## config.mk

```make
export PLATFORM = sky130hd
export DESIGN_NAME = mult_share_arbiter
export DESIGN_NICKNAME = d
export VERILOG_FILES = /design/src/rtl/mult_share_arbiter_pkg.sv /design/src/rtl/mult_share_arbiter_rr.sv /design/src/rtl/mult_share_arbiter.sv
export SDC_FILE = /design/constraint.sdc
export NUM_CORES = 1
export LEC_CHECK = 0
export ABC_AREA = 1
export CORE_AREA = 2 2 157 159
export DETAILED_ROUTE_END_ITERATION = 8
export DIE_AREA = 0 0 159 161
export PLACE_DENSITY_LB_ADDON = 0.1
export SLEW_MARGIN = 10
export SYNTH_ARGS = -nofsm -noshare
export SYNTH_HDL_FRONTEND = slang
export SYNTH_SLANG_ARGS = --single-unit
```

## constraint.sdc

```tcl
create_clock -name clk -period 5.05 [get_ports clk]
set_clock_uncertainty 0.05 [all_clocks]
set_input_delay 0.505 -clock clk [delete_from_list [all_inputs] [get_ports clk]]
set_output_delay 0.505 -clock clk [all_outputs]
set_load 0.02 [all_outputs]
```

## src/rtl/mult_share_arbiter_pkg.sv

```systemverilog
// Shared types and helpers for the multiplier-sharing arbiter slice.
package hir_arb_pkg;

   localparam int DATA_W_DEF = 32;

   // Tag index field is sized for the largest supported requester count (16).
   localparam int IDX_W = 4;

   typedef struct packed {
      logic             valid;
      logic [IDX_W-1:0] idx;
   } tag_t;

   // Index width that never collapses to zero bits.
   function automatic int clog2_min1(input int n);
      return (n <= 2) ? 1 : $clog2(n);
   endfunction

endpackage

```

## src/rtl/mult_share_arbiter_rr.sv

```systemverilog
// Round-robin arbiter: one-hot grant, search starts at the internal pointer
// and wraps. Grants are suppressed while rst_n is low.
module rr_arbiter
   import hir_arb_pkg::*;
#(
   parameter int NUM_REQ = 4,
   parameter int PTR_W   = clog2_min1(NUM_REQ)
) (
   input  logic               clk,
   input  logic               rst_n,
   input  logic [NUM_REQ-1:0] req,
   output logic [NUM_REQ-1:0] grant,
   output logic [PTR_W-1:0]   grant_idx
);

   localparam int unsigned N_U = NUM_REQ;

   logic [PTR_W-1:0] ptr_q, ptr_d;
   logic             found;

   // Priority search from ptr with wrap, grant decode and pointer advance.
   always_comb begin
      int unsigned cand;
      cand      = 0;
      found     = 1'b0;
      grant     = '0;
      grant_idx = '0;
      for (int unsigned i = 0; i < N_U; i++) begin
         cand = 32'(ptr_q) + i;
         if (cand >= N_U) cand = cand - N_U;
         if (!found && req[cand[PTR_W-1:0]]) begin
            found     = 1'b1;
            grant_idx = cand[PTR_W-1:0];
         end
      end
      if (!rst_n) found = 1'b0;
      if (found) grant[grant_idx] = 1'b1;
      ptr_d = ptr_q;
      if (found) ptr_d = (grant_idx == PTR_W'(NUM_REQ - 1)) ? '0 : grant_idx + 1'b1;
   end

   // Pointer register.
   always_ff @(posedge clk) begin
      if (!rst_n) ptr_q <= '0;
      else        ptr_q <= ptr_d;
   end

endmodule

```

## src/rtl/mult_share_arbiter.sv

```systemverilog
// Shares one pipelined multiplier among NUM_REQ requesters with round-robin
// issue and a tag pipe that routes each product back to its owner.
// Optional statistics counters: define MULT_SHARE_ARB_STATS_EN.
module mult_share_arbiter
   import hir_arb_pkg::*;
#(
   parameter int NUM_REQ      = 4,
   parameter int DATA_W       = DATA_W_DEF,
   parameter int MULT_LATENCY = 2
) (
   input  logic                      clk,
   input  logic                      rst_n,
   input  logic [NUM_REQ-1:0]        req_valid,
   input  logic [NUM_REQ*DATA_W-1:0] req_in1,
   input  logic [NUM_REQ*DATA_W-1:0] req_in2,
   output logic [NUM_REQ-1:0]        req_grant,
   output logic [NUM_REQ-1:0]        resp_valid,
   output logic [DATA_W-1:0]         resp_data,
   output logic [DATA_W-1:0]         mult_in1,
   output logic [DATA_W-1:0]         mult_in2,
   output logic                      mult_tstart,
   input  logic [DATA_W-1:0]         mult_out
`ifdef MULT_SHARE_ARB_STATS_EN
   ,
   output logic [31:0]               stat_issue_cnt,
   output logic [31:0]               stat_stall_cnt
`endif
);

   localparam int PTR_W = clog2_min1(NUM_REQ);

   logic [PTR_W-1:0]              grant_idx;
   tag_t [MULT_LATENCY-1:0]       tag_q, tag_d;

   rr_arbiter #(
      .NUM_REQ (NUM_REQ),
      .PTR_W   (PTR_W)
   ) u_rr (
      .clk       (clk),
      .rst_n     (rst_n),
      .req       (req_valid),
      .grant     (req_grant),
      .grant_idx (grant_idx)
   );

   // Operand mux from the granted slice; zero when idle.
   always_comb begin
      mult_in1    = '0;
      mult_in2    = '0;
      mult_tstart = |req_grant;
      for (int unsigned i = 0; i < NUM_REQ; i++) begin
         if (req_grant[i]) begin
            mult_in1 = req_in1[i*DATA_W +: DATA_W];
            mult_in2 = req_in2[i*DATA_W +: DATA_W];
         end
      end
   end

   // Tag pipe next state: load owner at entry 0, shift the rest.
   always_comb begin
      tag_d          = tag_q;
      tag_d[0].valid = |req_grant;
      tag_d[0].idx   = IDX_W'(grant_idx);
      for (int unsigned i = 1; i < MULT_LATENCY; i++) tag_d[i] = tag_q[i-1];
   end

   // Tag pipe register; reset discards in-flight ownership.
   always_ff @(posedge clk) begin
      if (!rst_n) tag_q <= '0;
      else        tag_q <= tag_d;
   end

   // Response routing from the oldest tag; gated during reset.
   always_comb begin
      resp_valid = '0;
      resp_data  = '0;
      if (rst_n && tag_q[MULT_LATENCY-1].valid) begin
         resp_valid[tag_q[MULT_LATENCY-1].idx[PTR_W-1:0]] = 1'b1;
         resp_data = mult_out;
      end
   end

`ifdef MULT_SHARE_ARB_STATS_EN
   logic [31:0] stat_issue_q, stat_issue_d;
   logic [31:0] stat_stall_q, stat_stall_d;

   // Saturating issue and stall counters.
   always_comb begin
      stat_issue_d = stat_issue_q;
      stat_stall_d = stat_stall_q;
      if (mult_tstart && stat_issue_q != '1) stat_issue_d = stat_issue_q + 1'b1;
      if (|(req_valid & ~req_grant) && stat_stall_q != '1) stat_stall_d = stat_stall_q + 1'b1;
   end

   // Counter registers.
   always_ff @(posedge clk) begin
      if (!rst_n) begin
         stat_issue_q <= '0;
         stat_stall_q <= '0;
      end else begin
         stat_issue_q <= stat_issue_d;
         stat_stall_q <= stat_stall_d;
      end
   end

   assign stat_issue_cnt = stat_issue_q;
   assign stat_stall_cnt = stat_stall_q;
`endif

endmodule

```

======== Yosys cells after proc, flatten, opt, wreduce, memory -nomap -nowiden ========
Cells that the tools add are included.
storage, ports and cells
  register bits after elaboration ......... 8
  bits in latches ......................... 0
  memory bits (writable) .................. 0
  memory bits (read-only) ................. 0
  output and inout port bits .............. 105
  memories kept ........................... 0
cells by class
  add/sub/neg operators ................... 8
  $mul .................................... 0
  div/mod/pow operators ................... 0
  order comparisons ....................... 12
  equal/unequal tests ..................... 1
  shifts and indexed selects .............. 0
  multiplexer cells ....................... 37
  bitwise operators ....................... 0
  reduce and logical (&&, ||, !) cells .... 10
operators with widths
  operator                                                    number
  2-to-1 mux 32 bit                                           9
  less-than comparator 2 x 3 -> 1 bit, second input constant  6
  2-to-1 mux 2 bit                                            9
  2-to-1 mux 1 bit                                            11
  >= comparator 3 bit, second input constant                  3
  binary-select mux 1 bit (select 2 bit)                      4
  2-to-1 mux 4 bit                                            2
  subtractor 2 x 1 -> 2 bit, second input constant            4
  adder 2 x 2 -> 3 bit, second input constant                 2
  logical AND 1 bit                                           6
  demux 1 bit (select 2 bit)                                  2
  >= comparator 2 x 1 -> 1 bit, second input constant         2
  OR reduction 4 bit                                          1
  adder 2 x 1 -> 3 bit, second input constant                 1
  >= comparator 2 x 3 -> 1 bit, second input constant         1
  logical NOT 1 bit                                           3
  adder 2 x 1 -> 2 bit, second input constant                 1
  equality test 2 bit, second input constant                  1

======== Longest topological paths before layout ========
Gate-level depths: netlist of the first run.
  depth in word-level cells ............... 23
  gate-level depth with buffers ........... 20
  depth with buffers taken out ............ 17

======== Modules after synthesis ========
From an unflattened synthesis of the first run, not the netlist that was laid out.
second synthesis, totals
  cells, all modules ...................... 741
  area total of the unflattened synthesis .. 3,338.2 um^2
modules (own cells, without submodules)
  module              times used  cells each  area an instance (um^2)  seq. area each (um^2)
  mult_share_arbiter  1           656         2,871.5                  120.1
  rr_arbiter          1           85          466.7                    40.0

======== Least setup slack after synthesis of the first run ========
OpenSTA, ideal clock, no wires.
  path kind ............................... input -> output
  from .................................... in req_valid[3]
  to ...................................... out mult_in1[23]
  data arrival time ....................... 2.627 ns
  required time ........................... 4.495 ns
  path slack .............................. 1.868 ns
  stages .................................. 17
  path through ............................ inv_1 > nand2_1 > nand3_1 > nand2_1 > nor2_4 > nand3_4 > buf_6 > buf_6 > nand3_2 > ha_1 > clkbuf_1 > clkbuf_1 > nand4_1 > nand2_1 > clkinv_1 > nand2_1 > nand2_1
on the way
  longest elaborated chain between the ends .. 21
  elaborated cells between the ends (all ways) .. 33
RTL lines
  element                                                                                                           line                         source
  start, declared                                                                                                   mult_share_arbiter.sv:13     input logic [NUM_REQ-1:0] req_valid,
  binary-select mux 1 bit (select 2 bit)                                                                            mult_share_arbiter_rr.sv:31  if (!found && req[cand[PTR_W-1:0]]) begin
  2-to-1 mux 1 bit (not written as such)                                                                            mult_share_arbiter_rr.sv:31
  2-to-1 mux 1 bit                                                                                                  mult_share_arbiter_rr.sv:31
  logical NOT 1 bit                                                                                                 mult_share_arbiter_rr.sv:31
  logical AND 1 bit                                                                                                 mult_share_arbiter_rr.sv:31
  2-to-1 mux 1 bit                                                                                                  mult_share_arbiter_rr.sv:31
  logical NOT 1 bit                                                                                                 mult_share_arbiter_rr.sv:31
  logical AND 1 bit                                                                                                 mult_share_arbiter_rr.sv:31
  (+3 left out)                                                                                                     -
  2-to-1 mux 2 bit                                                                                                  mult_share_arbiter_rr.sv:31
  less-than comparator 2 x 3 -> 1 bit (not written as such) / >= comparator 2 x 1 -> 1 bit (equally long branches)  mult_share_arbiter_rr.sv:37  if (found) grant[grant_idx] = 1'b1;
  logical AND 1 bit (not written as such)                                                                           mult_share_arbiter_rr.sv:37
  2-to-1 mux 1 bit (not written as such)                                                                            mult_share_arbiter_rr.sv:37
  demux 1 bit (select 2 bit)                                                                                        -
  2-to-1 mux 4 bit *                                                                                                mult_share_arbiter_rr.sv:37
  2-to-1 mux 32 bit (3 in series)                                                                                   mult_share_arbiter.sv:52     if (req_grant[i]) begin
  2-to-1 mux 32 bit *                                                                                               mult_share_arbiter.sv:52
  end, declared                                                                                                     mult_share_arbiter.sv:19     output logic [DATA_W-1:0] mult_in1,
Mark *: on every way between the ends. The rest lies on a longest branch, timed or not. The select of a mux whose other input is x is not followed.

======== Worst setup path in the final report of the first run ========
  from .................................... in req_valid[3]
  to ...................................... out mult_in2[21]
on the way
  longest elaborated chain between the ends .. 21
  elaborated cells between the ends (all ways) .. 33
RTL lines
  element                                                                                                           line                         source
  binary-select mux 1 bit (select 2 bit)                                                                            mult_share_arbiter_rr.sv:31
  2-to-1 mux 1 bit (not written as such)                                                                            mult_share_arbiter_rr.sv:31
  2-to-1 mux 1 bit                                                                                                  mult_share_arbiter_rr.sv:31
  logical NOT 1 bit                                                                                                 mult_share_arbiter_rr.sv:31
  logical AND 1 bit                                                                                                 mult_share_arbiter_rr.sv:31
  2-to-1 mux 1 bit                                                                                                  mult_share_arbiter_rr.sv:31
  logical NOT 1 bit                                                                                                 mult_share_arbiter_rr.sv:31
  logical AND 1 bit                                                                                                 mult_share_arbiter_rr.sv:31
  (+4 left out)                                                                                                     -
  via grant_idx[0]                                                                                                  mult_share_arbiter.sv:32     logic [PTR_W-1:0] grant_idx;
  less-than comparator 2 x 3 -> 1 bit (not written as such) / >= comparator 2 x 1 -> 1 bit (equally long branches)  mult_share_arbiter_rr.sv:37
  logical AND 1 bit (not written as such)                                                                           mult_share_arbiter_rr.sv:37
  2-to-1 mux 1 bit (not written as such)                                                                            mult_share_arbiter_rr.sv:37
  demux 1 bit (select 2 bit) *                                                                                      -
  2-to-1 mux 4 bit *                                                                                                mult_share_arbiter_rr.sv:37
  2-to-1 mux 32 bit (3 in series)                                                                                   mult_share_arbiter.sv:52
  2-to-1 mux 32 bit *                                                                                               mult_share_arbiter.sv:52
  end, declared                                                                                                     mult_share_arbiter.sv:20     output logic [DATA_W-1:0] mult_in2,
The timed path passes the listed nets; every way through them passes the cells marked *. The select of a mux whose other input is x is not followed.

==> results of run 1 <==
## final cells by class
class                      instances  area, sq um
inverter                         243          915
timing repair buffer             412         4140
clock buffer                       3         75.1
sequential                         8          160
tap                              324          405
antenna                            1         2.50
multi-input combinational        676         3240
fill                            2708        15000
## synth_stat cells (5+ instances only)
cell and n:
sky130_fd_sc_hd__buf_2 21, sky130_fd_sc_hd__inv_2 5, sky130_fd_sc_hd__clkinv_1 36, sky130_fd_sc_hd__clkbuf_1 47
sky130_fd_sc_hd__buf_4 12, sky130_fd_sc_hd__nand3_1 69, sky130_fd_sc_hd__nor2_1 99, sky130_fd_sc_hd__inv_1 201
sky130_fd_sc_hd__dfxtp_1 8, sky130_fd_sc_hd__buf_1 5, sky130_fd_sc_hd__nand4_1 196, sky130_fd_sc_hd__nand2_1 294
sky130_fd_sc_hd__buf_6 11
## how the worst max path moves through the flow
stage / depth (start not counted) / to / from / slack (ns)
4_1_cts: 17 / mult_in2[21] / req_valid[3] / 0.48
6_report: 17 / mult_in2[21] / req_valid[3] / 0.52
5_1_grt: 17 / mult_in2[21] / req_valid[1] / 0.22
2_1_floorplan: 17 / mult_in1[23] / req_valid[3] / 1.87
3_5_place_dp: 17 / mult_in2[21] / req_valid[3] / 0.48
3_3_place_gp: 17 / mult_in2[21] / req_valid[3] / 0.54
## layer usage
layer | vias to the layer above | global-route usage (%) | part of all wire [%]
met5 | - | 0 | 0
met4 | 0 | 2.07 | 0.50
met3 | 6 | 3.03 | 7.1
met2 | 247 | 33.0 | 50
met1 | 3174 | 22.4 | 43
li1 | 3859 | - | -
## power by group through the flow
| stage | clock network, W | logic (W) | registers (W) |
|---|---|---|---|
| global placement | 0 | 0.00524 | 0.000107 |
| CTS | 0.000133 | 0.00528 | 0.000105 |
| global route | 0.000137 | 0.00571 | 0.000109 |
| finish | 0.000130 | 0.00518 | 0.000106 |
| detailed placement | 0 | 0.00525 | 0.000106 |
| floorplan | 0 | 0.00318 | 0.0000945 |
## metrics by stage
step	power, W	instances	hold WS, ns
floorplan	0.00327	1023	0.340
global placement	0.00535	1663	0.347
detailed placement	0.00536	1663	0.350
CTS	0.00552	1666	0.361
global route	0.00595	1666	0.376
finish	0.00542	1667	0.357
## flip-flops by register name (all words and copies together) (netlist names)
signal,flops
u_rr.ptr_q,2
tag_q,3
tag_d,3
## cell usage in the layout, fill, tap and decap left out, types with 2 or more instances in the layout
| cell type | Yosys | final |
|---|---|---|
| sky130_fd_sc_hd__nand3_1 | 69 | 69 |
| sky130_fd_sc_hd__ha_2 | 0 | 2 |
| sky130_fd_sc_hd__nor3_1 | 4 | 4 |
| sky130_fd_sc_hd__buf_12 | 0 | 4 |
| sky130_fd_sc_hd__dfxtp_1 | 8 | 8 |
| sky130_fd_sc_hd__clkdlybuf4s50_1 | 0 | 397 |
| sky130_fd_sc_hd__clkinv_1 | 36 | 36 |
| sky130_fd_sc_hd__nand4_1 | 196 | 196 |
| sky130_fd_sc_hd__nor2_1 | 99 | 99 |
| sky130_fd_sc_hd__clkbuf_16 | 0 | 3 |
| sky130_fd_sc_hd__inv_1 | 201 | 201 |
| sky130_fd_sc_hd__nand3_4 | 2 | 3 |
| sky130_fd_sc_hd__buf_4 | 12 | 10 |
| sky130_fd_sc_hd__nand2_1 | 294 | 294 |
| sky130_fd_sc_hd__inv_2 | 5 | 5 |
## worst min-delay path, delay by kind of cell, from the launching register on
kind | cells | cell delay, ns
DFF | 1 | 0.30
and+or+nand+nor | 1 | 0.04
buffers and inverters | 1 | 0.04
## logic make-up (layout without fill, tap and decap cells)
| group | Yosys count | in the layout | synth area share, % |
|---|---|---|---|
| adders and majority gates | 4 | 4 | 1.04 |
| AOI/OAI and AO/OA | 4 | 4 | 0.521 |
| buffers and inverters | 339 | 658 | 29.7 |
| other | 0 | 1 | 0 |
| and+or+nand+nor | 668 | 668 | 65.4 |
| DFF | 8 | 8 | 3.33 |
==> results list, run 1 <==
* Total power per unit cell area: 606 nW/um^2
* Antenna Nets Post-Route: 0
- Max-slew violation count: 0
- Average instance area after synthesis: 4.70 sq um
- Number of cells traversed by the worst hold path: 2
* Max Cap Viol: 0
- Vias in the first global route: 6,881
- For this run, the share of the core covered by cells in the final layout is 37.3%.
* CTS root buffer: sky130_fd_sc_hd__clkbuf_16
* Data arrival time at the worst-slack endpoint: 3.97 ns
- In the final routed layout, each cell accounts on average for 14.7 um.
- The critical path is of the input port to output port type.
- Broken down by cell family, the worst path's largest delay share belongs to buffers and inverters.
- Maximum clock path buffer count: 2
- Post-synth EDFFs: 0
- Clock net sink count: 8
- The share of the Yosys chip area taken by registers is 3.33%.
- For the worst-skew pair, the clock arrives at the later sink with an insertion delay of 0.23 ns.
- TritonCTS built the clock tree.
- Sequential group share of total power: 2.0%
- Routability congestion estimate: 0.843
- Once the floorplan was initialized, standard cells occupied 20.0% of the core.
* Clk pwr share: 2.4%
- For this run, design rule violations remaining after detail routing come to 0.
* Post-placement setup slack: 0.482 ns
- Highest ir drop seen on vdd: 448 uV
- In the final layout, the share of cells above drive strength 1 is 2.38%.
* Fraction of the cycle the final worst path needs: 89.7%
* CP max FO: 52
- Dominant cells by area after synthesis: sky130_fd_sc_hd__nand4_1, sky130_fd_sc_hd__nand2_1, sky130_fd_sc_hd__inv_1, sky130_fd_sc_hd__nor2_1, sky130_fd_sc_hd__nand3_1
- Outcome: finished, final reports clean
- The largest single stage delay on the critical path is 0.62 ns.
- The final hold violation count was 0.
- Total core area: 24,000 sq um
- The critical path contains buffers and inverters numbering 5 combined.
* Number of top-level pins: 399
- Final Routed Wirelength: 24.5 mm
- The most used flip-flop cell after synthesis is sky130_fd_sc_hd__dfxtp_1.
* Setup repair after global routing missed its margin: false
* Row Count: 57
- First-pass GRT wire length: 38.1 mm
* Final Worst Setup Slack: 0.522 ns
* Synthesis warning total: 0
- The die is 159 um wide.
- Area overhead of the layout relative to synthesis: 86.1%
* Cell accounting for the most synthesized area: sky130_fd_sc_hd__nand4_1
- Switching pwr: 0.00316 W
- Number of nets in the final layout: 1,642
- Number of antenna violations at the first check in global routing: 0
* Worst hold path endpoint: tag_q[9]$_SDFF_PN0_
* Remaining global-route overflow: 0
- The floorplan step set the die height to 161 um.
- The number of cells on the worst reg-to-reg path is 14.
- CTS built an H-tree with a depth of 1.
* Post-placement cell area: 8860 sq um
* Clock-pin transition on the worst setup and hold timing paths: 0.04 ns
- Summed over all cells, the static leakage comes to 4.59 nW.
- The tightest min-delay check is of the flop to flop type.
* PostCTS Resize Cnt: 0
* Cell type of the slowest stage on the worst timing path: sky130_fd_sc_hd__clkdlybuf4s50_1
* Starting DRT DRC Count: 383
- Post-layout min period: 4.53 ns
- Static timing analysis puts the maximum clock frequency at 221 MHz.
* Post-synth cell types: 24
* Most repeated library cell on the critical path: sky130_fd_sc_hd__nand2_1
- The worst setup path is launched from an input port.
* Share of flip-flops with an asynchronous set or reset after synthesis: 0%
* Critical-path cell list: clkdlybuf4s50_1 -> inv_1 -> nand2_1 -> nand3_1 -> nand2_1 -> nor2_4 -> nand2_1 -> nand3_1 -> nand3_2 -> inv_2 -> ha_4 -> buf_4 -> nand4_1 -> nand3_1 -> nand2_1 -> nand2_1 -> clkdlybuf4s50_1
* End of the worst register-to-register path: tag_d[9]$_SDFF_PN0_
- Worst reg2reg startpoint: u_rr.ptr_q[0]$_SDFFE_PN0P_
- Maximum number of pins on one net before global-route repair: 197
- Setup violations remaining at the end of the flow were counted as 0.
- Setup tns final: 0 ns
* Total internal power: 0.00225 W
- The synthesized design devotes to its leading area cell type 25.5% of total area.
- After legalization and detailed placement, the total HPWL measured 17.9 mm.
- Measured against its own limit, the worst slew margin works out to 26.1%.
- Global-route total usage across every layer: 17.9%
* Post-cts hold buffer count: 0
- After detailed routing, the number of vias per cell comes to 4.37.
- Per report_power, the combinational group accounts for 95.6% of the total.
- Critical path endpoint category: output port
- Post-synth design cell area: 4800 sq um
- Counting the buffers created by CTS gives 3.
- Synthesis inferred 8 register bits.
* Register-to-register setup slack: 2.16 ns
* Transition at the pin with the smallest max-transition slack: 1.11 ns
- Post-Synthesis Net Count: 1,321
- Summing all non-filler instances in the final layout gives an area of 8940 sq um.
- WP data required: 4.49 ns
- Router iterations before antenna repair: 4
- Switching fraction of total power: 58.4%
- Die Outline Area: 25,600 sq um
* Total via count after detailed routing: 7,286
- Critical hold path startpoint: tag_d[9]$_SDFF_PN0_
- Number of buffers inserted by post-CTS setup repair: 0
- The cell count after synthesis came out at 1,023.
* Count of input and output buffers: 398
No activity file was read; power rests on OpenSTA's default activity.
==> run 2: changes to the inputs <==
--- a/config.mk
+++ b/config.mk
@@ -6,9 +6,10 @@
 export NUM_CORES = 1
 export LEC_CHECK = 0
 export ABC_AREA = 1
-export CORE_AREA = 2 2 157 159
+export CORE_AREA = 2 2 155 157
 export DETAILED_ROUTE_END_ITERATION = 8
-export DIE_AREA = 0 0 159 161
+export DIE_AREA = 0 0 157 159
+export DONT_BUFFER_PORTS = 1
 export PLACE_DENSITY_LB_ADDON = 0.1
 export SLEW_MARGIN = 10
 export SYNTH_ARGS = -nofsm -noshare
==> run 2 against run 1 <==
Compared with the run above: setup slack gained 0.43 ns; register-to-register slack got worse by 0.07 ns; critical path depth down 5; clock-buffer cell count is the same; sequential share of layout area increased by 1.5 points; largest power group unchanged; via count fell by 17%; total power fell by 26%; die area decreased by 2.5%.
==> results list, run 2 (synthesis results as in run 1) <==
* Die Outline Area: 25,000 sq um (-2.5%)
- Worst hold path endpoint: tag_q[9]$_SDFF_PN0_
* CP max FO: 196 (+280%)
- Fraction of the cycle the final worst path needs: 81.0% (-8.6 points)
* Total power per unit cell area: 821 nW/um^2 (+36%)
- Switching pwr: 0.00293 W (-7.3%)
- Post-placement setup slack: 1.10 ns (+0.619 ns)
- Setup repair after global routing left no endpoint under its margin.
- CTS root buffer: sky130_fd_sc_hd__clkbuf_16
- Post-cts hold buffer count: 0 (unchanged)
- The sum of net half-perimeters after detailed placement was 14.3 mm (-20%).
- Number of failing hold endpoints at the final stage: 0 (unchanged)
- The clock net sink count is 8 (unchanged).
- The buffer count from post-CTS setup fixing was 0 (unchanged).
- Total core area: 23,200 sq um (-3.2%)
- The remaining design rule violation count was 0 (unchanged).
- Final Worst Setup Slack: 0.957 ns (+0.435 ns)
- The register area is 160 sq um (unchanged).
* Number of nets in the final layout: 1,240 (-24%)
* WP data required: 4.49 ns (about the same)
* H-tree depth: 1 (unchanged)
- PostCTS Resize Cnt: 0 (unchanged)
- The post-route setup TNS came to 0 ns (unchanged).
* Switching fraction of total power: 73.1% (+15 points)
- Max Cap Viol: 0 (unchanged)
- FF-to-FF path depth: 9 (-5)
* Remaining global-route overflow: 0 (unchanged)
* Antenna Nets Post-Route: 0 (unchanged)
- Highest-count cells in the layout ignoring fill and taps: sky130_fd_sc_hd__nand2_1, sky130_fd_sc_hd__inv_1, sky130_fd_sc_hd__nand4_1
- The via total after detailed routing was 6,012 (-17%).
* First-pass GRT wire length: 30.5 mm (-20%)
- Combinational share of power: 94.1% (-1.5 points)
* Critical hold path startpoint: tag_d[9]$_SDFF_PN0_
* Total internal power: 0.00108 W (-52%)
- The worst setup path is of the flop to output port kind.
* Highest ir drop seen on vdd: 310 uV (-31%)
- The number of placed I/O pins was 399 (unchanged).
- The maximum number of pins on one net before global-route repair came to 202 (+2.5%).
- The share of post-route cells with drive strength above 1 is 2.87% (+0.49 points).
* Routed length per placed instance: 16.0 um (+9.1%)
- Final Routed Wirelength: 20.2 mm (-18%)
* Leakage Power: 3.04 nW (-34%)
* Vias in the first global route: 5,665 (-18%)
- Width of the die: 157 um (-1.3%)
* Via/cell ratio: 4.78 (+9.3%)
- Fillers: 2,824 (+4.3%)
- The number of failing setup endpoints in the final timing report was 0 (unchanged).
- The clock input transition at the sequential cells of the worst setup and hold paths is 0.04 ns (about the same).
- The worst setup path is launched from a flop.
- Worst-Skew Late Latency: 0.23 ns (about the same)
- The worst-case clock buffer depth came to 2 (unchanged).
- Routability congestion estimate: 0.796 (-5.6%)
- Number of antenna violations at the first check in global routing: 0 (unchanged)
- The total routing usage reported by global routing came to 14.9% (-3.0 points).
- Number of cells traversed by the worst hold path: 2 (unchanged)
- The height of the chip came to 159 um (-1.2%).
- From synthesis to final layout, the design area changed by 1.77%.
* Starting DRT DRC Count: 374 (-2.3%)
- Outcome: finished, final reports clean
- Router iterations before antenna repair: 7 (+3)
* Sequential group share of total power: 2.6% (+0.6 points)
- The transition time of the tightest slew-check pin was 1.03 ns (-0.0744 ns).
* Maximum clock frequency: 244 MHz (+11%)
- Count of input and output buffers: 0 (-100%)
- End of the worst register-to-register path: tag_d[9]$_SDFF_PN0_
* Clk pwr share: 3.2% (+0.8 points)
* Leading cell type in the layout, fill and taps excluded: sky130_fd_sc_hd__nand2_1
* Critical path endpoint category: output port
- Post-layout min period: 4.09 ns (-0.435 ns)
- TritonCTS clock tree: yes
* Area of the multi-input gates: 3240 sq um (unchanged)
- Register-to-register setup slack: 2.09 ns (-0.07 ns)
* Headroom to the max-slew limit: 31.1% (+5.0 points)
- Data arrival time at the worst-slack endpoint: 3.54 ns (-0.43 ns)
* TritonCTS buffer count: 3 (unchanged)
- Row Count: 56 (-1.8%)
* Type of the worst min-delay path: flop to flop
* Worst reg2reg startpoint: u_rr.ptr_q[0]$_SDFFE_PN0P_
- The effective utilization at floorplan is 20.7% (+0.67 points).
- Max-slew violation count: 0 (unchanged)
* N_diodes: 0 (-1)
==> run 2: changes by cell type in the layout (fill, tap and decap cells not counted) <==
cell / before / now
sky130_fd_sc_hd__buf_12: 4 / 2
sky130_fd_sc_hd__clkdlybuf4s50_1: 397 / 0
sky130_fd_sc_hd__diode_2: 1 / 0
sky130_fd_sc_hd__buf_6: 1 / 0
sky130_fd_sc_hd__buf_4: 10 / 8
==> run 2: metal layers <==
metal	track usage (%)	share of wire, %	vias to the layer above
li1	-	-	3049
met1	18.0	42	2684
met2	28.3	50	267
met3	1.99	6.7	12
met4	2.09	0.88	0
met5	0	0	-
==> run 2: worst max-delay path, stage by stage (launching register included) <==
cell	delay (ns)
sky130_fd_sc_hd__dfxtp_1	0.53
sky130_fd_sc_hd__inv_4	0.09
sky130_fd_sc_hd__nand2_1	0.11
sky130_fd_sc_hd__nand3_1	0.11
sky130_fd_sc_hd__nand2_1	0.13
sky130_fd_sc_hd__nor2_4	0.06
sky130_fd_sc_hd__nand3_4	0.07
sky130_fd_sc_hd__buf_12	0.56
sky130_fd_sc_hd__nand3_4	0.76
sky130_fd_sc_hd__buf_4	0.45
sky130_fd_sc_hd__nand3_1	0.11
sky130_fd_sc_hd__nand2_1	0.06
sky130_fd_sc_hd__nand2_1	0.17
==> run 2: area by class of cell <==
type / count / share of cell area [%]
Clock buffer: 3 / 1.54
Inverter: 243 / 18.7
Multi-Input combinational cell: 676 / 66.3
Sequential cell: 8 / 3.28
Tap cell: 319 / 8.16
Timing Repair Buffer: 10 / 2.05
==> run 2: how the worst max path moves through the flow <==
stage / start / end / slack (ns) / cells after the start
5_1_grt: u_rr.ptr_q[0]$_SDFFE_PN0P_ / mult_in1[1] / 0.59 / 12
4_1_cts: u_rr.ptr_q[0]$_SDFFE_PN0P_ / mult_in2[28] / 0.85 / 12
6_report: u_rr.ptr_q[0]$_SDFFE_PN0P_ / mult_in2[28] / 0.96 / 12
3_3_place_gp: u_rr.ptr_q[0]$_SDFFE_PN0P_ / mult_in2[28] / 1.10 / 12
2_1_floorplan: req_valid[3] / mult_in1[23] / 1.87 / 17
3_5_place_dp: u_rr.ptr_q[0]$_SDFFE_PN0P_ / mult_in2[28] / 1.10 / 12
==> run 2: through the flow <==
stage | hold slack (ns) | power (W) | util [%] | cells | cell area, sq um
floorplan | 0.340 | 0.00327 | - | 1023 | 4800
global placement | 0.351 | 0.00400 | 20.8 | 1256 | 4810
detailed placement | 0.349 | 0.00395 | 20.8 | 1256 | 4810
CTS | 0.357 | 0.00410 | 21.1 | 1259 | 4890
global route | 0.355 | 0.00450 | 21.1 | 1259 | 4890
finish | 0.355 | 0.00402 | 21.1 | 1259 | 4890
==> run 2: power groups by stage <==
| stage | clock network, W | registers (W) | logic (W) |
|---|---|---|---|
| after floorplan | 0 | 0.0000945 | 0.00318 |
| after global routing | 0.000139 | 0.000109 | 0.00425 |
| after CTS | 0.000134 | 0.000106 | 0.00386 |
| final | 0.000130 | 0.000105 | 0.00378 |
| after global placement | 0 | 0.000107 | 0.00389 |
| after detailed placement | 0 | 0.000107 | 0.00385 |
==> run 3: changes to the inputs <==
==> constraint.sdc (replaced) <==
create_clock -name clk -period 4.1 [get_ports clk]
set_clock_uncertainty 0.05 [all_clocks]
set_input_delay 0.41 -clock clk [delete_from_list [all_inputs] [get_ports clk]]
set_output_delay 0.41 -clock clk [all_outputs]
set_load 0.02 [all_outputs]
==> run 3 against run 2 <==
Compared with the run above: clock power rose by 25%; register-to-register slack got worse by 0.86 ns; worst hold slack improved by 0.0049 ns; routed wire length fell by 1.4%; largest cell class unchanged.
==> results list, run 3 (synthesis results as in run 1) <==
- The run finished with clean final reports.
* Number of buffers inserted by post-CTS setup repair: 0 (unchanged)
* Starting DRT DRC Count: 409 (+9.4%)
- The worst setup path is of the flop to output port kind.
- Data arrival time at the worst-slack endpoint: 3.24 ns (-0.30 ns)
- WP data required: 3.64 ns (-0.85 ns)
- Met3 track demand over resource: 1.66% (-0.33 points)
- Die H: 159 um (unchanged)
- Global-route total usage across every layer: 14.5% (-0.40 points)
- Max-slew violation count: 0 (unchanged)
- TritonCTS clock tree: yes
- Met1 track demand over resource: 17.5% (-0.53 points)
* FF-to-FF path depth: 14 (+5)
- Layout cell share with drive strength beyond 1: 3.28% (+0.41 points)
* Setup repair after global routing missed its margin: false
* Highest ir drop seen on vdd: 669 uV (+120%)
- Routability congestion estimate: 0.778 (-2.2%)
* Number of failing hold endpoints at the final stage: 0 (unchanged)
- The detailed-route vias per instance is 4.81 (+0.68%).
- The worst-case clock buffer depth is 2 (unchanged).
* Setup violation total in the final timing report: 0 (unchanged)
- The via count of the first global-routing pass came to 5,382 (-5.0%).
- The sum of net half-perimeters after detailed placement came to 14.7 mm (+2.6%).
- Transition at the pin with the smallest max-transition slack: 1.04 ns (+0.00410 ns)
- Post-route DRC: 0 (unchanged)
- The area growth from synthesis to layout is 2.71%.
- Setup tns final: 0 ns (unchanged)
* Clock net sink count: 8 (unchanged)
- The worst register-to-register path ends at tag_d[9]$_SDFF_PN0_.
- The post-detailed-route count of antenna-violating nets is 0 (unchanged).
* Critical hold path startpoint: tag_d[9]$_SDFF_PN0_
- Post-layout min period: 3.70 ns
* PostCTS Resize Cnt: 0 (unchanged)
- STA classifies the critical path startpoint as a flop.
* Total power per unit cell area: 1010 nW/um^2 (+23%)
- The pre-CTS worst setup slack is 0.621 ns (-0.480 ns).
- Clock-pin transition on the worst setup and hold timing paths: 0.04 ns (about the same)
- H-tree depth: 1 (unchanged)
- The global routing stage identified its most utilized layer as met2.
- Maximum clock frequency: 270 MHz
- For hold timing, the worst endpoint is tag_q[9]$_SDFF_PN0_.
* Final Worst Setup Slack: 0.399 ns (-0.558 ns)
- The die outline area is 25,000 sq um (unchanged).
* Width of the die: 157 um (unchanged)
- In the layout the commonest cells are sky130_fd_sc_hd__nand2_1, sky130_fd_sc_hd__inv_1, sky130_fd_sc_hd__nand4_1.
- The setup slack of the most critical reg-to-reg path came to 1.23 ns (-0.86 ns).
* Remaining global-route overflow: 0 (unchanged)
- The via total after detailed routing came to 6,077 (+1.1%).
- Row Count: 56 (unchanged)
- After layout, the worst path uses 90.3% of the clock period.
- Leakage Power: 3.06 nW (+0.72%)
- Post-cts hold buffer count: 0 (unchanged)
* Total core area: 23,200 sq um (unchanged)
- The total of fill cells in the finished design was 2,791 (-1.2%).
* Met2 track demand over resource in global routing: 27.6% (-0.72 points)
* Number of antenna violations at the first check in global routing: 1 (+1)
* Number of top-level pins: 399 (unchanged)
- The routed wirelength normalized by instance count came to 15.7 um (-1.8%).
- Final Routed Wirelength: 19.9 mm (-1.4%)
- Leading cell type in the layout, fill and taps excluded: sky130_fd_sc_hd__nand2_1
- Number of cells traversed by the worst hold path: 2 (unchanged)
* Type of the worst min-delay path: flop to flop
* First-pass GRT wire length: 29.4 mm (-3.6%)
- The net count reported at finish was 1,244 (+0.32%).
- TritonCTS buffer count: 3 (unchanged)
* CP max FO: 38 (-81%)
* Worst-Skew Late Latency: 0.23 ns (about the same)
- The effective utilization at floorplan came to 20.7% (unchanged).
* Count of input and output buffers: 0 (unchanged)
* Worst reg2reg startpoint: u_rr.ptr_q[0]$_SDFFE_PN0P_
* Router iterations before antenna repair: 8 (+1)
* Max Cap Viol: 0 (unchanged)
- The worst setup path is captured at an output port.
* CTS root buffer: sky130_fd_sc_hd__clkbuf_16
- Headroom to the max-slew limit: 31.0% (-0.11 points)
- Maximum number of pins on one net before global-route repair: 202 (unchanged)
- The worst hold slack across all endpoints came to 0.360 ns (+0.00493 ns).
-- run 3: changes by cell type in the layout (fill, tap and decap cells not counted) --
| cell | previous run | this run |
|---|---|---|
| sky130_fd_sc_hd__buf_12 | 2 | 3 |
| sky130_fd_sc_hd__buf_4 | 8 | 11 |
| sky130_fd_sc_hd__diode_2 | 0 | 1 |
-- run 3: where the power goes --
group | leakage [nW] | total [W] | internal, W | switching, W
clock | 0.0370 | 0.000163 | 0.000126 | 0.0000372
combinational | 2.96 | 0.00469 | 0.00115 | 0.00354
sequential | 0.0661 | 0.000129 | 0.000107 | 0.0000225
total | 3.06 | 0.00498 | 0.00138 | 0.00360
-- run 3: critical path, stage by stage, from the launching register on --
cell and delay, ns:
sky130_fd_sc_hd__dfxtp_1 0.52, sky130_fd_sc_hd__inv_4 0.09, sky130_fd_sc_hd__nand2_1 0.07, sky130_fd_sc_hd__nand2_1 0.08
sky130_fd_sc_hd__nand2_1 0.08, sky130_fd_sc_hd__nand2_1 0.10, sky130_fd_sc_hd__nor2_4 0.15, sky130_fd_sc_hd__nand2_1 0.10
sky130_fd_sc_hd__o211ai_1 0.17, sky130_fd_sc_hd__nand2_1 0.17, sky130_fd_sc_hd__inv_1 0.12, sky130_fd_sc_hd__ha_2 0.25
sky130_fd_sc_hd__nand3_4 0.35, sky130_fd_sc_hd__buf_12 0.33, sky130_fd_sc_hd__nand3_1 0.10, sky130_fd_sc_hd__nand2_1 0.07
sky130_fd_sc_hd__nand2_1 0.19
-- run 3: worst max path at each step --
stage / depth (start not counted) / to / from
2_1_floorplan: 18 / mult_in1[24] / u_rr.ptr_q[0]$_SDFFE_PN0P_
3_3_place_gp: 16 / mult_in1[28] / u_rr.ptr_q[0]$_SDFFE_PN0P_
3_5_place_dp: 16 / mult_in1[31] / u_rr.ptr_q[0]$_SDFFE_PN0P_
4_1_cts: 16 / mult_in1[31] / u_rr.ptr_q[0]$_SDFFE_PN0P_
5_1_grt: 14 / mult_in1[8] / u_rr.ptr_q[0]$_SDFFE_PN0P_
6_report: 16 / mult_in1[10] / u_rr.ptr_q[0]$_SDFFE_PN0P_
-- run 3: metal layers --
metal / vias up / routed length (um)
met3: 16 / 1270
met5: - / 0
met1: 2724 / 8290
li1: 3058 / -
met4: 0 / 309
met2: 279 / 10000
-- run 3: layout make-up --
type / instances / area (sq um) / share of cell area, %
sequential: 8 / 160 / 3.25
tap: 319 / 399 / 8.09
timing repair buffer: 14 / 143 / 2.89
inverter: 243 / 915 / 18.5
antenna: 1 / 2.50 / 0.0507
multi-input combinational: 676 / 3240 / 65.7
clock buffer: 3 / 75.1 / 1.52
-- run 3: through the flow --
step / util [%] / std cells / total power, W / cell area (sq um)
after detailed placement: 20.9 / 1260 / 0.00493 / 4860
after floorplan: - / 1023 / 0.00403 / 4800
after global placement: 20.9 / 1260 / 0.00494 / 4860
final: 21.3 / 1264 / 0.00498 / 4930
after CTS: 21.3 / 1263 / 0.00510 / 4930
after global routing: 21.3 / 1264 / 0.00557 / 4930
==> variant (flow settings as in run 1) <==
`NUM_REQ` is set to 4 in 2 places; all go to 3.
--- a/src/rtl/mult_share_arbiter_rr.sv
+++ b/src/rtl/mult_share_arbiter_rr.sv
@@ -5,3 +5,3 @@
 #(
-   parameter int NUM_REQ = 4,
+   parameter int NUM_REQ = 3,
    parameter int PTR_W   = clog2_min1(NUM_REQ)
--- a/src/rtl/mult_share_arbiter.sv
+++ b/src/rtl/mult_share_arbiter.sv
@@ -6,3 +6,3 @@
 #(
-   parameter int NUM_REQ      = 4,
+   parameter int NUM_REQ      = 3,
    parameter int DATA_W       = DATA_W_DEF,
Interface: changed (5 resized); port bits go from 399 to 332. No check against the original RTL was run, so the function may have changed too.
==> variant against run 1 <==
  * Worst setup slack improved by 460 ps
  * Sequential power fell by 4%
  * Design area fell by 27%
  * Sequential cell count did not move
  * Register-to-register slack improved by 380 ps
  * Non-clock buffer count fell by 68
  * Count of clock-buffer cells in the layout did not move
  * Via count fell by 35%
  * Final cell count fell by 27%
  * Routed wire length fell by 25%
  * Area after synthesis fell by 39%
  * Total power fell by 27%
  * Critical endpoint is now mult_in1[25]
  * Largest power group unchanged
==> variant: results (changes against run 1) <==
- Routed met1 length: 7950 um (-24%)
- GRT Util Overall: 13.4% (-4.5 points)
- IR drop worst, VDD: 0.319 mV (-29%)
- Post-DP Area: 6480 sq um (-27%)
- Multi-input gate share of total cell area: 30.7% (-5.6 points)
- Synth cell types: 22 (-8.3%)
- Synth area leaders: nand3_1, inv_1, nand4_1
- Post-synth net total: 834 (-37%)
- Filler instances: 2749 (+1.5%)
- Clk Latency, worst-skew pair: 230 ps (about the same)
- Wire length on met3: 1230 um (-29%)
- RD Place Congestion: 0.794 (-5.8%)
- Multi-input gates: 423 (-37%)
- Buffers, non-clock: 344 (-17%)
- Largest net degree at the start of global routing: 66 (-66%)
- Slew headroom: 49.3% (+23 points)
- Via-to-Cell Ratio: 3.87 (-11%)
- Seq power: 0.000102 W (-4%)
- Hpwl dp: 14000 um (-22%)
- Post-synthesis sequential area ratio: 5.46% (+2.1 points)
- Mapped Cells: 601 (-41%)
- Final Hold Viols: 0 (unchanged)
- Critical-path maximum fanout: 23 (-56%)
- Top Layer Used: met4
- ANT cells: 0 (-1)
- Outcome: completed
- Top_reg_cell synth: dfxtp_1
- Non-clock buffer share: 52.8% (+6.4 points)
- Multi-input combinational cell area: 2010 sq um (-38%)
- Metal2 WL: 9020 um (-26%)
- Psw: 0.00233 W (-26%)
- Vias in the first global route: 4751 (-31%)
- Combinational share of power: 94.1% (-1.5 points)
- Total leakage power: 2.93 nW (-36%)
- Pint: 0.00164 W (-27%)
- GRT met1 Usage: 16.6% (-5.8 points)
- Share of cells above drive strength 1: 3.23% (+0.85 points)
- Starting DRT DRC Count: 219 (-43%)
- DR WL/cell: 15.0 um (+2.2%)
- GR Layer Usage met2: 24.8% (-8.2 points)
- Placed insts: 1218 (-27%)
- Dpl ws: 1050 ps (+566 ps)
- Post-layout net count: 1132 (-31%)
- Commonest cells in the netlist: nand3_1, inv_1, nand2_1
- Met3 Use GR: 2.70% (-0.33 points)
- Complex-gate fraction of the synthesized area: 1.15% (+0.63 points)
- Nonclk inv count: 119 (-51%)
- Adder-cell area share of the yosys netlist: 1.71% (+0.66 points)
[variant: cell count changes after synthesis, moves of 2 or more]
cell      delta
a21oi_1      +2
buf_1        -5
buf_2        +8
buf_4        -7
clkbuf_1    -41
clkinv_1    -35
inv_1       -86
inv_2        -2
nand2_1    -192
nand3_1     +68
nand3_4      -2
nand4_1    -130
nor2_2       +2
nor3_1       -2
[variant: worst max-delay path: stages (launching register included)]
cell and delay [ps]:
dfxtp_1 390, inv_1 80, ha_1 380, inv_2 120
nand3_1 90, nand2_1 140, clkinv_1 70, nand3_1 100
o21ai_2 120, nor2_4 510, buf_4 390, nand3_1 160
nand3_1 110, clkdlybuf4s50_1 610
[variant: path summary, 6_finish.rpt]
check,from,end,slack (ps),cells past startpoint
max,u_rr.ptr_q[0],mult_in1[25],980,13
min,tag_d[9],tag_q[9],350,2
max reg2reg,u_rr.ptr_q[0],tag_d[9],2540,11
min reg2reg,tag_d[9],tag_q[9],350,2
